$ cat config.mk
export PLATFORM = sky130hd
export DESIGN_NAME = onchip_mem_read_sched
export DESIGN_NICKNAME = d
export VERILOG_FILES = /design/src/rtl/onchip_mem_pkg.sv /design/src/rtl/onchip_mem_read_sched_rr_arbiter.sv /design/src/rtl/onchip_mem_read_sched.sv
export SDC_FILE = /design/constraint.sdc
export NUM_CORES = 1
export LEC_CHECK = 0
export CAP_MARGIN = 10
export CORE_MARGIN = 3
export CORE_UTILIZATION = 49
export CTS_CLUSTER_DIAMETER = 120
export DETAILED_ROUTE_END_ITERATION = 10
export PLACE_DENSITY_LB_ADDON = 0.25
export SLEW_MARGIN = 20
export SYNTH_ARGS = -nofsm -noshare
export SYNTH_HDL_FRONTEND = slang
export SYNTH_SLANG_ARGS = --single-unit
export TNS_END_PERCENT = 50
$ cat constraint.sdc
create_clock -name clk -period 6.7 [get_ports clk]
set_input_delay 1.675 -clock clk [delete_from_list [all_inputs] [get_ports clk]]
set_output_delay 1.675 -clock clk [all_outputs]
set_load 0.005 [all_outputs]
$ cat src/rtl/onchip_mem_pkg.sv
// Shared definitions for the on-chip memory read scheduler: FSM state
// encoding, memory geometry and the default engine watchdog limit.
package onchip_mem_pkg;

  localparam int ONCHIP_MEM_ADDR_W  = 18;
  localparam int ONCHIP_MEM_BYTES   = 262144;
  localparam int ONCHIP_MEM_TIMEOUT = 65535;

  typedef enum logic [2:0] {
    ST_IDLE,
    ST_CHECK,
    ST_START,
    ST_WAIT,
    ST_DRAIN
  } state_t;

endpackage

$ cat src/rtl/onchip_mem_read_sched_rr_arbiter.sv
// Combinational round-robin arbiter.
//   i_req  : request vector, one bit per requester
//   i_ptr  : highest-priority index this round
//   o_gnt  : one-hot grant, zero when nothing requests
//   o_id   : encoded index of the granted requester
module rr_arbiter #(
  parameter int NUM_REQ = 3
) (
  input  logic [NUM_REQ-1:0] i_req,
  input  logic [1:0]         i_ptr,
  output logic [NUM_REQ-1:0] o_gnt,
  output logic [1:0]         o_id
);

  // Walk from the pointer and wrap; the first requester seen wins.
  always_comb begin : pick
    int   w_idx;
    logic w_found;
    o_gnt   = '0;
    o_id    = '0;
    w_found = 1'b0;
    w_idx   = 0;
    for (int k = 0; k < NUM_REQ; k++) begin
      w_idx = (int'(i_ptr) + k) % NUM_REQ;
      if (!w_found && i_req[w_idx]) begin
        w_found      = 1'b1;
        o_gnt[w_idx] = 1'b1;
        o_id         = 2'(w_idx);
      end
    end
  end

endmodule

$ cat src/rtl/onchip_mem_read_sched.sv
// Shares the single on-chip memory read engine between NUM_REQ requesters.
// One descriptor (byte address + byte length) is accepted at a time,
// range-checked, launched on the engine and tracked by a watchdog.
//   clk, rst                    : clock, synchronous active-high reset
//   req_valid/addr/len_in       : per-requester descriptors (flattened slices)
//   req_ready_out               : combinational one-hot grant (IDLE only)
//   req_done_out/req_error_out  : one-cycle completion / rejection pulses
//   busy_out, grant_id_out      : scheduler status, current/last owner
//   eng_*                       : engine start address, length, start, done
module onchip_mem_read_sched
  import onchip_mem_pkg::*;
#(
  parameter int NUM_REQ = 3,
  parameter int ADDR_W  = ONCHIP_MEM_ADDR_W,
  parameter int LEN_W   = 32,
  parameter int TIMEOUT = ONCHIP_MEM_TIMEOUT
) (
  input  logic                       clk,
  input  logic                       rst,
  input  logic [NUM_REQ-1:0]         req_valid_in,
  input  logic [NUM_REQ*ADDR_W-1:0]  req_addr_in,
  input  logic [NUM_REQ*LEN_W-1:0]   req_len_in,
  output logic [NUM_REQ-1:0]         req_ready_out,
  output logic [NUM_REQ-1:0]         req_done_out,
  output logic [NUM_REQ-1:0]         req_error_out,
  output logic                       busy_out,
  output logic [1:0]                 grant_id_out,
  output logic [ADDR_W-1:0]          eng_start_addr_out,
  output logic [LEN_W-1:0]           eng_byte_len_out,
  output logic                       eng_read_start_out,
  input  logic                       eng_read_done_in
);

  localparam int SUM_W = ADDR_W + LEN_W + 1;
  localparam int WD_W  = $clog2(TIMEOUT + 1);

  state_t              r_state, w_state_nxt;
  logic [ADDR_W-1:0]   r_addr;
  logic [LEN_W-1:0]    r_len;
  logic [1:0]          r_id, r_ptr;
  logic [WD_W-1:0]     r_wd;
  logic [NUM_REQ-1:0]  r_done, r_err;

  logic [NUM_REQ-1:0]  w_gnt, w_ready;
  logic [1:0]          w_gnt_id;
  logic                w_accept, w_fin_ok, w_fin_err, w_start, w_busy;
  logic [SUM_W-1:0]    w_end;
  logic                w_range_bad;

  rr_arbiter #(.NUM_REQ(NUM_REQ)) u_arb (
    .i_req (req_valid_in),
    .i_ptr (r_ptr),
    .o_gnt (w_gnt),
    .o_id  (w_gnt_id)
  );

  // End address computed wide enough that addr + len can never wrap.
  assign w_end       = SUM_W'(r_addr) + SUM_W'(r_len);
  assign w_range_bad = w_end > (SUM_W'(1) << ADDR_W);

  always_comb begin
    w_state_nxt = r_state;
    w_accept    = 1'b0;
    w_fin_ok    = 1'b0;
    w_fin_err   = 1'b0;
    w_start     = 1'b0;
    w_busy      = 1'b1;
    w_ready     = '0;
    case (r_state)
      ST_IDLE: begin
        w_busy = 1'b0;
        // Keep ready low while reset is asserted so every output reads 0.
        w_ready = rst ? '0 : w_gnt;
        if (|w_gnt) begin
          w_accept    = 1'b1;
          w_state_nxt = ST_CHECK;
        end
      end
      ST_CHECK: begin
        if (r_len == '0) begin
          w_fin_ok    = 1'b1;
          w_state_nxt = ST_IDLE;
        end else if (w_range_bad) begin
          w_fin_err   = 1'b1;
          w_state_nxt = ST_IDLE;
        end else begin
          w_state_nxt = ST_START;
        end
      end
      ST_START: begin
        w_start     = 1'b1;
        w_state_nxt = ST_WAIT;
      end
      ST_WAIT: begin
        // Done is checked first so a same-cycle expiry loses to it.
        if (eng_read_done_in) begin
          w_fin_ok    = 1'b1;
          w_state_nxt = ST_IDLE;
        end else if (r_wd == WD_W'(TIMEOUT - 1)) begin
          w_fin_err   = 1'b1;
          w_state_nxt = ST_DRAIN;
        end
      end
      ST_DRAIN: begin
        // Swallow the late done so the engine is never restarted mid-read.
        if (eng_read_done_in) w_state_nxt = ST_IDLE;
      end
      default: w_state_nxt = ST_IDLE;
    endcase
  end

  always_ff @(posedge clk) begin
    if (rst) begin
      r_state <= ST_IDLE;
      r_addr  <= '0;
      r_len   <= '0;
      r_id    <= '0;
      r_ptr   <= '0;
      r_wd    <= '0;
      r_done  <= '0;
      r_err   <= '0;
    end else begin
      r_state <= w_state_nxt;
      r_done  <= w_fin_ok  ? (NUM_REQ'(1) << r_id) : '0;
      r_err   <= w_fin_err ? (NUM_REQ'(1) << r_id) : '0;
      if (w_accept) begin
        r_addr <= req_addr_in[int'(w_gnt_id)*ADDR_W +: ADDR_W];
        r_len  <= req_len_in[int'(w_gnt_id)*LEN_W +: LEN_W];
        r_id   <= w_gnt_id;
        r_ptr  <= (w_gnt_id == 2'(NUM_REQ - 1)) ? 2'd0 : w_gnt_id + 2'd1;
      end
      if (w_start)               r_wd <= '0;
      else if (r_state == ST_WAIT) r_wd <= r_wd + WD_W'(1);
    end
  end

  assign req_ready_out      = w_ready;
  assign req_done_out       = r_done;
  assign req_error_out      = r_err;
  assign busy_out           = w_busy;
  assign grant_id_out       = r_id;
  assign eng_start_addr_out = r_addr;
  assign eng_byte_len_out   = r_len;
  assign eng_read_start_out = w_start;

endmodule

==> summary.md, run 1 <==
| Metric | Value |
|---|---|
| Result of the run | finished, final reports clean |
| Endpoint class of the critical path | output port |
| Fraction of final layout cells with drive strength greater than 1 | ~5.9% |
| Die Y-Extent | roughly 120 µm |
| Total number of placement rows | 39 |
| Worst-case setup margin in the final layout | between 600 and 700 ps |
| Top_reg_cell synth | dfxtp_1 |
| Total of buffers placed on input and output ports | 218 |
| Cell area after synthesis | 0.00591 mm² |
| Top library cells by usage in the layout, fill and taps aside | 217 x clkdlybuf4s50_1, 142 x nor2_1, 81 x a21oi_1 |
| Setup slack after placement | around 800 ps |
| Global-route wire length before repair | between 20 and 30 mm |
| Data required time at the worst endpoint | between 5000 and 6000 ps |
| Pin count of the biggest net entering global routing | approximately 100 |
| Number of nets still failing antenna checks after routing | 0 |
| Critical path class | input pin to output port |
| Part of the Yosys area used for sequential elements | between 20 and 30% |
| Setup-violating endpoint count in the final report | 0 |
| Seq cells post-synth | 79 |
| Post-CTS sizing | 0 |
| Aggregate global-route resource usage | about a quarter |
| Hold-fix buffers, CTS | 0 |
| Final cell count without fillers | about 1100 |
| Distinct cell type count of the synthesized netlist | 77 |
| First DRT Iteration DRCs | 418 |
| Worst-path maximum fanout | 7 |
| Die outline width | roughly 120 µm |
| Clock transition at the registers of the reported paths | around 60 ps |
| Unrepaired setup endpoints after global routing | false |
| Number of flops mapped to enable cells by yosys | 0 |
| H-tree level count | 3 |
| Hold Crit Class | register to register |
| Slowest stage cell, crit path | o41ai_1 |
| Diodes inserted | 0 |
| Worst-skew pair later-pin latency | between 300 and 400 ps |
| Setup fix buffers added after clock tree synthesis | 0 |
| Aggregate negative setup slack | 0 ps |
| Total instance count after detailed placement | around 1100 |
| Area growth, synth to finish | 41.6% |
| DP Wirelength | 13.2 mm |
| Startpoint types | input pin |
| List of cells traversed by the critical path | clkdlybuf4s50_1 > nand2_1 > o21ai_0 > o41ai_1 > a22oi_1 > o21ai_0 > nor3b_1 > clkdlybuf4s50_1 |
| Worst max-slew margin expressed relative to the limit | between 30% and 40% |
| WL/cell | about 16 µm |
| Synthesized netlist cell count | between 700 and 800 |
| Total CTS buffers | 9 |
| Starting density of the core | about half |
| Top-level I/O count | 219 |
| DRC violations left | 0 |
| Synthesis warning total | 0 |
| Filler cells | 940 |
| Highest cell delay on the worst timing path | 600 ps |
| Ratio of final minimum period to clock period | 89.9% |
| Total power draw | approximately 2900 µW |
| Time the worst path needs with I/O delays and setup | around 6000 ps |
| Worst Clk Skew | around 9.4 ps |
| Number of nets in the final layout | around 1100 |
| Antenna violations before repair | 0 |
| Achievable frequency | 0.166 GHz |
| Transition at the pin with the smallest max-transition slack | 987 ps |
| TritonCTS clock tree | yes |
| Data arrival time of the worst path | around 4400 ps |
| Leakage power summed over all cells | 0.00335 µW |
| Mean post-synth cell area | around 7.7 µm² |
| Floorplan die area | between 0.01 and 0.015 mm² |
| Most common library cell in the layout ignoring fill and taps | clkdlybuf4s50_1 |
| Share of synthesized flip-flops with an asynchronous set or reset | 0% |
| Number of buffers on the longest clock path | 2 |
| Vias after detailed routing | 6417 |
| Clock sink count | 79 |
| Hold violation total from the final report | 0 |
| Clock Tree Root | clkbuf_16 |
| Floorplan Core Area | 0.0116 mm² |
| Maximum vdd ir drop | roughly 0.21 mV |
| Final estimated routing congestion in global placement | ~0.95 |
| Dominant delay contributor by cell family on the critical path | compound AO/OA/AOI/OAI gates |
| Number of global-route vias before repair | ~6000 |
| Pwr/cell area | ~340 mW/mm² |
| Number of iterations in the first detailed-routing pass | 7 |
| Final routed wirelength across all metal layers | ~18 mm |
| Max-slew violations | 0 |
| Crit path buffers/inverters | 2 |
| Max-cap check violation count | 0 |
| Total global routing overflow | 0 |
| Post-Synthesis Net Count | roughly 950 |
| Vias per std cell | 5.85 |
==> cells in the mapped netlist, types with 12 or more instances <==
master | n | area share (%)
nor2_1 | 142 | 9.0
a21oi_1 | 81 | 6.9
dfxtp_1 | 79 | 27
a211oi_1 | 56 | 7.1
mux2i_1 | 52 | 8.8
nand2_1 | 40 | 2.5
clkbuf_1 | 33 | 2.1
o21ai_0 | 25 | 2.1
ha_1 | 24 | 5.1
nand4_1 | 18 | 1.9
nor4_1 | 14 | 1.5
xor2_1 | 14 | 2.1
nand3_1 | 12 | 1.0
==> per-layer routing <==
metal / track usage [%] / share of wire, % / vias to the layer above
li1: - / - / 3208
met1: 31.6 / 40 / 2905
met2: 45.9 / 50 / 259
met3: 5.74 / 6.8 / 45
met4: 8.43 / 2.5 / 0
met5: 0 / 0 / -
==> worst min-delay path, delay by kind of cell, from the launching register on <==
family / cells / cell delay (ps)
AOI/OAI and AO/OA: 2 / 130
DFF: 1 / 310
==> per-stage QoR <==
stage	area, µm²	util [%]	hold WS [ps]
after floorplan	5910	-	454
after global placement	8080	69.6	469
after detailed placement	8080	69.6	479
after CTS	8360	72.0	490
after global routing	8360	72.0	524
final	8360	72.0	490
==> power by group <==
| part | switching, µW | internal, µW |
|---|---|---|
| Sequential | 144 | 576 |
| Clock | 210 | 255 |
| Combinational | 920 | 780 |
| Total | 1270 | 1610 |
==> cell families after synthesis <==
group | share of synthesized area [%]
adders and majority gates | 5.42
DFF | 26.8
muxes | 9.19
AOI/OAI and AO/OA | 25.0
buffers and inverters | 5.00
and+or+nand+nor | 25.1
xor gates and xnor gates | 3.56
==> sequential cells by signal, indices dropped and copies added, names as in the netlist <==
name / cells
eng_byte_len_out: 32
eng_start_addr_out: 18
r_wd: 16
r_state: 3
req_done_out: 3
req_error_out: 3
grant_id_out: 2
r_ptr: 2
==> area by class of cell <==
| type | count | area [µm²] | area share [%] |
|---|---|---|---|
| multi-input cells | 627 | 4050 | 48.5 |
| repair buffers | 222 | 2230 | 26.7 |
| flip-flops and latches | 79 | 1580 | 18.9 |
| clock buffers | 9 | 225 | 2.69 |
| well taps | 143 | 179 | 2.14 |
| clock inverters | 7 | 55.1 | 0.658 |
| inverters | 10 | 37.5 | 0.449 |
==> path summary, 6_finish.rpt <==
check / slack (ps) / endpoint / start / depth (start not counted)
worst max-delay path: 680 / req_ready_out[2] / req_valid_in[2] / 8
worst max register to register: 3210 / req_error_out[2] / eng_byte_len_out[0] / 11
worst min-delay path: 490 / r_wd[7] / r_wd[7] / 2
worst min register to register: 490 / r_wd[7] / r_wd[7] / 2
(Power assumes the default switching activity.)
==> inputs of run 2 (changes only) <==
- CORE_MARGIN: 3 -> 1.5
==> summary.md, run 2 (same netlist as run 1, synthesis figures left out) <==
| Metric | Value |
|---|---|
| Startpoint types | input pin |
| Total instance count after detailed placement | 1080 (-0.093%) |
| DP Wirelength | 12.7 mm (-3.5%) |
| Most common library cell in the layout ignoring fill and taps | clkdlybuf4s50_1 |
| Clock Tree Root | clkbuf_16 |
| Total number of placement rows | 39 (unchanged) |
| Time the worst path needs with I/O delays and setup | 5920 ps (-103 ps) |
| Die Y-Extent | 113 µm (-2.6%) |
| Aggregate negative setup slack | 0 ps (unchanged) |
| Total of buffers placed on input and output ports | 218 (unchanged) |
| Die outline width | 113 µm (-2.6%) |
| Total CTS buffers | 9 (unchanged) |
| Highest cell delay on the worst timing path | 570 ps (-30 ps) |
| Worst Clk Skew | 5.92 ps (-3.47 ps) |
| Number of iterations in the first detailed-routing pass | 6 (-1) |
| Worst-skew pair later-pin latency | 340 ps (about the same) |
| Max FFs per register | 32 (unchanged) |
| Number of nets still failing antenna checks after routing | 0 (unchanged) |
| Hold-fix buffers, CTS | 0 (unchanged) |
| Global-route wire length before repair | 28.2 mm (-1.9%) |
| Endpoint class of the critical path | output port |
| Starting density of the core | 51.1% (+0.21 points) |
| Antenna violations before repair | 0 (unchanged) |
| Critical path class | input pin to output port |
| Dominant delay contributor by cell family on the critical path | compound AO/OA/AOI/OAI gates |
| Max-slew violations | 0 (unchanged) |
| Setup-violating endpoint count in the final report | 0 (unchanged) |
| Number of buffers on the longest clock path | 2 (unchanged) |
| Final routed wirelength across all metal layers | 17.0 mm (-3.0%) |
| WL/cell | 15.5 µm (-2.9%) |
| Area growth, synth to finish | 42.0% |
| Footprint of the flip-flops and latches | 0.00158 mm² (unchanged) |
| Data arrival time of the worst path | 4250 ps (-100 ps) |
| Ratio of final minimum period to clock period | 88.4% (-1.5 points) |
| Data required time at the worst endpoint | 5030 ps (about the same) |
| DRC violations left | 0 (unchanged) |
| Slowest stage cell, crit path | o41ai_1 |
| Clock transition at the registers of the reported paths | 70 ps (about the same) |
| Max-cap check violation count | 0 (unchanged) |
| Pin count of the biggest net entering global routing | 107 (+3.9%) |
| Unrepaired setup endpoints after global routing | false |
| Achievable frequency | 0.169 GHz (+1.7%) |
| Floorplan die area | 0.0127 mm² (-5.1%) |
| Top library cells by usage in the layout, fill and taps aside | 217 x clkdlybuf4s50_1, 142 x nor2_1, 81 x a21oi_1 |
| Total global routing overflow | 0 (unchanged) |
| H-tree level count | 3 (unchanged) |
| Diodes inserted | 0 (unchanged) |
| Fraction of final layout cells with drive strength greater than 1 | 5.77% (-0.099 points) |
| Post-CTS sizing | 0 (unchanged) |
| Floorplan Core Area | 0.0116 mm² (-0.42%) |
| Post-route core utilization | 72.5% (+0.54 points) |
| Clock sink count | 79 (unchanged) |
| Transition at the pin with the smallest max-transition slack | 936 ps (-50.6 ps) |
| Vias after detailed routing | 6387 (-0.47%) |
| Crit path buffers/inverters | 2 (unchanged) |
| List of cells traversed by the critical path | clkdlybuf4s50_1 > nand2_1 > o21ai_0 > o41ai_1 > a22oi_1 > o21ai_0 > nor3b_1 > clkdlybuf4s50_1 |
| TritonCTS clock tree | yes |
| Top-level I/O count | 219 (unchanged) |
| Worst max-slew margin expressed relative to the limit | 37.6% (+3.4 points) |
| Hold Crit Class | register to register |
| Final cell count without fillers | 1096 (-0.091%) |
| Hold violation total from the final report | 0 (unchanged) |
| Final estimated routing congestion in global placement | 0.897 (-6.0%) |
| Worst-path maximum fanout | 7 (unchanged) |
| Number of global-route vias before repair | 6128 (+1.9%) |
| Setup fix buffers added after clock tree synthesis | 0 (unchanged) |
| Leakage power summed over all cells | 0.00337 µW (+0.61%) |
| First DRT Iteration DRCs | 395 (-5.5%) |
| Pwr/cell area | 349 mW/mm² (+1.2%) |
| Filler cells | 960 (+2.1%) |
| Area used by multi-input combinational logic | 0.00405 mm² (unchanged) |
| Number of nets in the final layout | 1129 (-0.088%) |
| Maximum vdd ir drop | 0.293 mV (+37%) |
| Vias per std cell | 5.83 (-0.38%) |
| Result of the run | finished, final reports clean |
| Aggregate global-route resource usage | 26.7% (+0.63 points) |
## run 2: cell count changes in the layout (fill, tap and decap cells not counted)
cell / delta
clkinvlp_4: -2
inv_8: +1
clkinv_4: -1
bufinv_16: +2
buf_12: -1
## run 2: path summary, 6_finish.rpt
path | from | to | slack, ps | depth (start not counted)
setup / recovery | req_valid_in[2] | req_ready_out[2] | 780 | 8
hold / removal | r_wd[15] | r_wd[15] | 490 | 2
hold reg to reg | r_wd[15] | r_wd[15] | 490 | 2
setup reg to reg | eng_byte_len_out[0] | req_error_out[0] | 3210 | 11
## run 2: per-stage QoR
step	setup WS, ps	hold slack [ps]	area, µm²	power, µW
5_1_grt	565	524	8390	3150
3_5_place_dp	833	480	8060	2380
4_1_cts	818	486	8390	2930
3_3_place_gp	885	467	8060	2360
2_1_floorplan	2050	454	5910	1840
6_report	779	486	8390	2930
## run 2: layer usage
| layer | wire length, µm | global-route usage, % | up-vias |
|---|---|---|---|
| li1 | - | - | 3194 |
| met1 | 7080 | 30.7 | 2942 |
| met2 | 8540 | 49.6 | 227 |
| met3 | 1100 | 5.62 | 24 |
| met4 | 307 | 8.27 | 0 |
| met5 | 0 | 0 | - |
## run 2: worst register-to-register path, delay by kind of cell (launching register included)
family,cells,cell delay (ps)
AO/OA/AOI/OAI,4,1200
AND/OR/NAND/NOR,4,1000
flip-flops,1,410
adder cells (fa/ha/maj),2,680
XOR/XNOR,1,100
## run 2: cell type report
| type | count | area share (%) |
|---|---|---|
| clock inverter | 7 | 1.22 |
| timing repair buffer | 221 | 26.4 |
| sequential | 79 | 18.9 |
| multi-input combinational | 627 | 48.3 |
| tap | 143 | 2.13 |
| clock buffer | 9 | 2.68 |
| inverter | 10 | 0.447 |
## run 2: power breakdown
part	switching (µW)	internal, µW	total, µW	leakage [µW]
Sequential	142	576	718	0.000647
Combinational	911	756	1670	0.00256
Clock	212	332	544	0.000163
Total	1260	1660	2930	0.00337
